==> config.mk <==
export PLATFORM = sky130hd
export DESIGN_NAME = dds_key_ctrl
export DESIGN_NICKNAME = d
export VERILOG_FILES = /design/src/rtl/dds_key_ctrl.sv
export SDC_FILE = /design/constraint.sdc
export NUM_CORES = 1
export LEC_CHECK = 0
export ABC_AREA = 1
export BUFFER_PORTS_ARGS = -buffer_cell sky130_fd_sc_hd__buf_2
export CAP_MARGIN = 5
export CORE_UTILIZATION = 30
export CTS_BUF_LIST = sky130_fd_sc_hd__clkbuf_8
export DETAILED_ROUTE_END_ITERATION = 8
export HOLD_SLACK_MARGIN = 0.15
export PLACE_DENSITY = 0.5
export SLEW_MARGIN = 20
export SYNTH_ARGS = -nofsm -noshare
export SYNTH_HDL_FRONTEND = slang
export SYNTH_SLANG_ARGS = --single-unit
==> constraint.sdc <==
create_clock -name Clk -period 2.4 [get_ports Clk]
set_input_delay 0.48 -clock Clk [delete_from_list [all_inputs] [get_ports Clk]]
set_output_delay 0.48 -clock Clk [all_outputs]
set_load 0.1 [all_outputs]
==> src/rtl/dds_key_ctrl.sv <==
// dds_key_ctrl: turns debounced key press/release pulses into DDS controls.
// The step key raises Fword (short press = one step, long press = one step
// then auto-repeat); the mode key cycles Wave_Sel on a short press and
// reloads the defaults on a long press.
// Optional build macro DDS_KEY_DOWN_EN adds a down-step key (Dn_P_Flag /
// Dn_R_Flag) that lowers Fword with the same short/long/repeat behaviour.
//
// Handshake: all *_P_Flag / *_R_Flag inputs are single-cycle pulses with no
// back-pressure; Fword_Update is a single-cycle pulse on the cycle Fword
// takes a new value. A release exactly on the long-press threshold cycle is
// treated as a release (no step, no reload).

// Press classifier for a stepping key: IDLE -> HELD -> REPEAT.
// Step is a combinational request, registered by the parent one cycle later.
module key_step_fsm #(
  parameter int unsigned CNT_W      = 24,
  parameter logic [CNT_W-1:0] LONG_CNT   = 24'd5_000_000,
  parameter logic [CNT_W-1:0] REPEAT_CNT = 24'd1_000_000
) (
  input  logic       Clk,
  input  logic       Reset_n,
  input  logic       P_Flag,
  input  logic       R_Flag,
  output logic       Step,
  output logic [1:0] State
);
  typedef enum logic [1:0] {K_IDLE = 2'd0, K_HELD = 2'd1, K_REPEAT = 2'd2} key_state_t;

  localparam logic [CNT_W-1:0] LONG_LAST = LONG_CNT - 1'b1;
  localparam logic [CNT_W-1:0] REP_LAST  = REPEAT_CNT - 1'b1;

  key_state_t       state;
  logic [CNT_W-1:0] cnt;

  assign State = state;

  // Step request: short release, long threshold, or repeat period elapsed.
  always_comb begin
    Step = 1'b0;
    case (state)
      K_HELD:   Step = R_Flag ? (cnt < LONG_LAST) : (cnt == LONG_LAST);
      K_REPEAT: Step = !R_Flag && (cnt == REP_LAST);
      default:  Step = 1'b0;
    endcase
  end

  // Press state and hold/repeat counter.
  always_ff @(posedge Clk or negedge Reset_n) begin
    if (!Reset_n) begin
      state <= K_IDLE;
      cnt   <= '0;
    end else begin
      case (state)
        K_IDLE: begin
          if (P_Flag) begin
            state <= K_HELD;
            cnt   <= '0;
          end
        end
        K_HELD: begin
          if (R_Flag) begin
            state <= K_IDLE;
            cnt   <= '0;
          end else if (cnt == LONG_LAST) begin
            state <= K_REPEAT;
            cnt   <= '0;
          end else begin
            cnt <= cnt + 1'b1;
          end
        end
        K_REPEAT: begin
          if (R_Flag) begin
            state <= K_IDLE;
            cnt   <= '0;
          end else if (cnt == REP_LAST) begin
            cnt <= '0;
          end else begin
            cnt <= cnt + 1'b1;
          end
        end
        default: begin
          state <= K_IDLE;
          cnt   <= '0;
        end
      endcase
    end
  end
endmodule

module dds_key_ctrl #(
  parameter int unsigned CNT_W         = 24,
  parameter logic [CNT_W-1:0] LONG_CNT      = 24'd5_000_000,
  parameter logic [CNT_W-1:0] REPEAT_CNT    = 24'd1_000_000,
  parameter logic [31:0]      FWORD_DEFAULT = 32'd85_899,
  parameter logic [31:0]      FWORD_STEP    = 32'd85_899,
  parameter logic [31:0]      FWORD_MIN     = 32'd85_899,
  parameter logic [31:0]      FWORD_MAX     = 32'd858_993_459
) (
  input  logic        Clk,
  input  logic        Reset_n,
  input  logic        Up_P_Flag,
  input  logic        Up_R_Flag,
  input  logic        Sel_P_Flag,
  input  logic        Sel_R_Flag,
`ifdef DDS_KEY_DOWN_EN
  input  logic        Dn_P_Flag,
  input  logic        Dn_R_Flag,
  output logic [1:0]  Dn_State,
`endif
  output logic [1:0]  Up_State,
  output logic [1:0]  Sel_State,
  output logic [31:0] Fword,
  output logic [1:0]  Wave_Sel,
  output logic        Fword_Update
);
  typedef enum logic [1:0] {S_IDLE = 2'd0, S_HELD = 2'd1, S_LONG = 2'd2} sel_state_t;

  localparam logic [CNT_W-1:0] LONG_LAST = LONG_CNT - 1'b1;

  sel_state_t       sel_state;
  logic [CNT_W-1:0] sel_cnt;
  logic             sel_short;
  logic             sel_long;
  logic             up_step;
  logic             dn_step;
  logic [32:0]      up_sum;
  logic [31:0]      step_next;
  logic             step_load;

  assign Sel_State = sel_state;

  key_step_fsm #(.CNT_W(CNT_W), .LONG_CNT(LONG_CNT), .REPEAT_CNT(REPEAT_CNT)) u_up_key (
    .Clk     (Clk),
    .Reset_n (Reset_n),
    .P_Flag  (Up_P_Flag),
    .R_Flag  (Up_R_Flag),
    .Step    (up_step),
    .State   (Up_State)
  );

`ifdef DDS_KEY_DOWN_EN
  logic [32:0] dn_floor;

  key_step_fsm #(.CNT_W(CNT_W), .LONG_CNT(LONG_CNT), .REPEAT_CNT(REPEAT_CNT)) u_dn_key (
    .Clk     (Clk),
    .Reset_n (Reset_n),
    .P_Flag  (Dn_P_Flag),
    .R_Flag  (Dn_R_Flag),
    .Step    (dn_step),
    .State   (Dn_State)
  );

  // Fword-STEP would drop below MIN exactly when Fword < MIN+STEP (33-bit, no wrap).
  assign dn_floor = {1'b0, FWORD_MIN} + {1'b0, FWORD_STEP};
`else
  assign dn_step = 1'b0;
`endif

  // Mode-key requests: short release cycles the waveform, threshold reloads defaults.
  always_comb begin
    sel_short = 1'b0;
    sel_long  = 1'b0;
    if (sel_state == S_HELD) begin
      sel_short = Sel_R_Flag && (sel_cnt < LONG_LAST);
      sel_long  = !Sel_R_Flag && (sel_cnt == LONG_LAST);
    end
  end

  // Saturated next Fword for a single up or down step; opposing steps cancel.
  always_comb begin
    up_sum    = {1'b0, Fword} + {1'b0, FWORD_STEP};
    step_next = Fword;
    step_load = 1'b0;
    if (up_step && !dn_step) begin
      step_next = (up_sum > {1'b0, FWORD_MAX}) ? FWORD_MAX : up_sum[31:0];
      step_load = (step_next != Fword);
    end
`ifdef DDS_KEY_DOWN_EN
    if (dn_step && !up_step) begin
      step_next = ({1'b0, Fword} < dn_floor) ? FWORD_MIN : (Fword - FWORD_STEP);
      step_load = (step_next != Fword);
    end
`endif
  end

  // Mode-key press state and hold counter.
  always_ff @(posedge Clk or negedge Reset_n) begin
    if (!Reset_n) begin
      sel_state <= S_IDLE;
      sel_cnt   <= '0;
    end else begin
      case (sel_state)
        S_IDLE: begin
          if (Sel_P_Flag) begin
            sel_state <= S_HELD;
            sel_cnt   <= '0;
          end
        end
        S_HELD: begin
          if (Sel_R_Flag) begin
            sel_state <= S_IDLE;
            sel_cnt   <= '0;
          end else if (sel_cnt == LONG_LAST) begin
            sel_state <= S_LONG;
            sel_cnt   <= '0;
          end else begin
            sel_cnt <= sel_cnt + 1'b1;
          end
        end
        S_LONG: begin
          if (Sel_R_Flag) sel_state <= S_IDLE;
        end
        default: begin
          sel_state <= S_IDLE;
          sel_cnt   <= '0;
        end
      endcase
    end
  end

  // Registered outputs; a mode-key reload overrides any same-cycle step.
  always_ff @(posedge Clk or negedge Reset_n) begin
    if (!Reset_n) begin
      Fword        <= FWORD_DEFAULT;
      Wave_Sel     <= 2'd0;
      Fword_Update <= 1'b0;
    end else if (sel_long) begin
      Fword        <= FWORD_DEFAULT;
      Wave_Sel     <= 2'd0;
      Fword_Update <= 1'b1;
    end else begin
      Fword_Update <= step_load;
      if (step_load) Fword <= step_next;
      if (sel_short) Wave_Sel <= Wave_Sel + 2'd1;
    end
  end
endmodule

==> summary.txt <==
Outcome
  – Status: finished with violations
  – Failing checks: setup timing

Critical path
  – Arrival @ worst endpoint: 3060 ps
  – Worst setup path category: flop to flop
  – Buf/Inv on CP: 12
  – CP Launch Type: flop
  – Most frequent CP cell: buf_4
  – Setup crit end kind: flop
  – Crit-path max FO: 6
  – Crit-path max cell delay: 660 ps
  – CP Launch Point: Fword[0]$_DFFE_PN1P_
  – Delay-heaviest family, CP: buffers and inverters
  – RR Startpoint: Fword[0]$_DFFE_PN1P_
  – Crit-path cells: inv_4 -> ha_4 -> inv_2 -> nand2_2 -> nand2_4 -> nand2_8 -> nand3b_1 -> nand2_2 -> buf_4 -> buf_4 -> buf_4 -> buf_4 -> buf_4 -> buf_4 -> buf_4 -> buf_4 -> buf_4 -> buf_4 -> nand2_2 -> a21oi_2
  – Critical path required time: 2710 ps
  – Slowest-stage cell, CP: dfstp_4

Power
  – Lkg Pwr: 0.00393 uW
  – VDD IR-drop max: 0.798 mV
  – Pwr/cell area: 1360 mW/mm^2
  – Total Power: 11200 uW

Placement
  – Placed Instances: 1305
  – Final GP Congestion: 0.864
  – IO buf count: 44
  – Hpwl dp: 13.9 mm
  – Place WS: -344 ps

CTS
  – CTS Buffer Depth: 2
  – Worst-path clk slew: 110 ps
  – TritonCTS clock tree: done
  – CTS root buf: clkbuf_8
  – CTS sink count: 87
  – H-tree levels: 3
  – Clock Latency Late Sink: 390 ps
  – Cts bufs inserted: 9

Synth
  – Syn Area/Cell: 6.73 sq um
  – Synth async-reset ratio: 100%
  – Ys Warns: 0
  – Synthesized instance count: 880
  – Netlist cell types: 53
  – Synthesized flop and latch total: 87
  – Cell Area, Synth: 0.00592 sq mm
  – Register area share after synthesis: 37.0%
  – Post-synth EDFFs: 0
  – Syn nets: 892
  – Synth Flop Type: dfrtp_1

GRT
  – Number of global-route vias before repair: 6003
  – First-pass GRT wire length: 30.8 mm
  – Initial antenna violation count: 0
  – Total gr overflow: 0
  – Largest net degree at the start of global routing: 40
  – Tot GR Track Use: 19.5%

Finish
  – Number of diodes: 0
  – # nets final: 1085
  – Post-Layout Cell Count: 1343
  – Layout cells sized above 1: 31.4%
  – Fin util: 42.3%
  – Area delta synth->final: 38.5%

Hold path
  – Hold Startpoint: Sel_R_Flag
  – Worst Hold Class: input port to flop

Routing
  – Initial DRC Count: 386
  – Mean routed wirelength per cell: 14.0 microns
  – Post-Route WL: 18.8 mm
  – Vias: 6293
  – Pre-antenna DRT Iters: 5
  – DR DRC count: 0
  – Vias per cell: 4.69
  – DRT antenna net count: 0

Die
  – Io pins: 45
  – Die width: 143 microns
  – Starting Density: 30.5%
  – Core area: 0.0194 sq mm
  – Row cnt: 51
  – Die area: 0.0203 sq mm
  – Vert. Die Dim: 143 microns

STA
  – Final Hold Fails: 0
  – Setup Viol. Count Final: 30
  – Worst-Margin Slew: 552 ps
  – Clock Skews: 18.4 ps
  – Tcrit/Tclk final: 115%
  – Setup tns final: -8980 ps
  – Post-route setup slack: -351 ps
  – RSZ-0062 raised after global routing: true
  – Min cycle time layout: 2750 ps
  – Max_slew headroom: 63.2%
  – Fmax achieved: 364 MHz
  – Pins Over Slew Limit: 0

Run
  – Number of max-cap violations: 0
timing repair:
item,4_1_cts,5_1_grt
pin swaps,27,16
endpoints found under the setup margin,30,49
hold endpoints to repair,33,0
hold buffers,1,0
buffers inserted,17,3
resized for setup,41,28
cloned,3,0
routing by layer:
metal  track usage [%]  wire, microns  part of all wire (%)  vias to the layer above
li1                  -              -                     -                     3242
met2              30.5           8290                    44                       85
met1              28.2           9740                    52                     2954
met5                 0              0                     0                        -
met4              5.21            193                   1.0                        0
met3              2.32            544                   2.9                       12
final cells by class:
cell class	count	area [sq um]
flip-flops and latches	87	2220
repair buffers	197	1500
clock inverters	7	72.6
clock buffers	9	124
fillers	2059	11200
inverters	121	464
well taps	265	332
multi-input cells	657	3500
cell usage after synthesis, types with 4 or more instances:
master / number / share of area, %
nand4_1: 24 / 2.5
nor2_1: 116 / 7.4
dfrtp_1: 77 / 33
o21ai_0: 28 / 2.4
o21a_1: 4 / 0.51
inv_1: 114 / 7.2
clkbuf_1: 5 / 0.32
a31oi_1: 4 / 0.42
o21ai_2: 7 / 1.0
o22ai_1: 7 / 0.74
xor2_1: 15 / 2.2
nand2_2: 8 / 0.84
a21oi_1: 25 / 2.1
nor2_2: 5 / 0.53
ha_1: 6 / 1.3
inv_2: 5 / 0.32
nor4_1: 10 / 1.1
buf_2: 4 / 0.34
nand2_1: 264 / 17
nor3_1: 25 / 2.1
dfstp_2: 10 / 4.4
or2_2: 4 / 0.42
nand3_1: 63 / 5.3
stage by stage:
step	area [sq um]	hold slack, ps
after detailed placement	7510	497
after CTS	8100	448
after global placement	7510	499
after floorplan	6020	184
final	8200	455
after global routing	8200	468
cells by family (layout without fill, tap and decap cells):
family	count (synthesis)	count (layout)	synth area share, %
buffers and inverters	136	334	9.40
XOR/XNOR	17	17	2.51
AND/OR/NAND/NOR	529	529	38.4
flip-flops	87	87	37.0
adder cells (fa/ha/maj)	6	6	1.27
AO/OA/AOI/OAI	105	105	11.4
cells in the final DEF, fill, tap and decap left out, types with 3 or more instances in the layout:
| cell | n |
|---|---|
| nand2_2 | 23 |
| dfrtp_1 | 61 |
| dfrtp_2 | 16 |
| or2_2 | 4 |
| o21ai_2 | 8 |
| nand3_1 | 55 |
| a21oi_2 | 6 |
| xor2_1 | 12 |
| nor4_1 | 10 |
| a22oi_1 | 3 |
| nor3_2 | 5 |
| nor3_1 | 19 |
| nor2_2 | 16 |
| dfstp_2 | 8 |
| buf_12 | 6 |
| ha_1 | 4 |
| inv_1 | 112 |
| nand2_4 | 8 |
| nand4_1 | 24 |
| a21oi_1 | 22 |
| o21ai_1 | 5 |
| o21a_1 | 4 |
| buf_2 | 43 |
| nor2_1 | 105 |
| a31oi_1 | 4 |
| nand2_1 | 239 |
| clkbuf_8 | 9 |
| o21ai_0 | 25 |
| o22ai_1 | 7 |
| nand3b_1 | 3 |
| nand3_2 | 7 |
| inv_6 | 3 |
| inv_2 | 6 |
| buf_4 | 143 |
tightest hold or removal path, stage by stage:
cell and delay (ps):
buf_2 100, nor2_1 60, nand2_1 70, o21ai_0 90
final timing paths:
check | slack (ps) | cells after the start | to
max | -350 | 20 | Fword[10]$_DFFE_PN1P_
min | 450 | 4 | Sel_State[0]$_DFFE_PN0P_
max reg2reg | -350 | 20 | Fword[10]$_DFFE_PN1P_
min reg2reg | 510 | 1 | sel_cnt[16]$_DFFE_PN0P_
max in group asynchronous | 1060 | 3 | Fword[3]$_DFFE_PN1P_
min in group asynchronous | 620 | 2 | Fword[25]$_DFFE_PN0P_
sequential cells by signal, summed over array words and instances, names as in the netlist:
register,flops
sel_cnt,24
Wave_Sel,2
Sel_State,2
u_up_key.cnt,24
u_up_key.State,2
Fword,32
Fword_Update,1
report_power, final:
part | internal [uW] | total [uW] | leakage, uW | switching [uW]
Clock | 488 | 1110 | 0.000102 | 620
Sequential | 1880 | 2230 | 0.00112 | 351
Combinational | 2730 | 7820 | 0.00271 | 5090
Power figures use the tool's default switching activity.
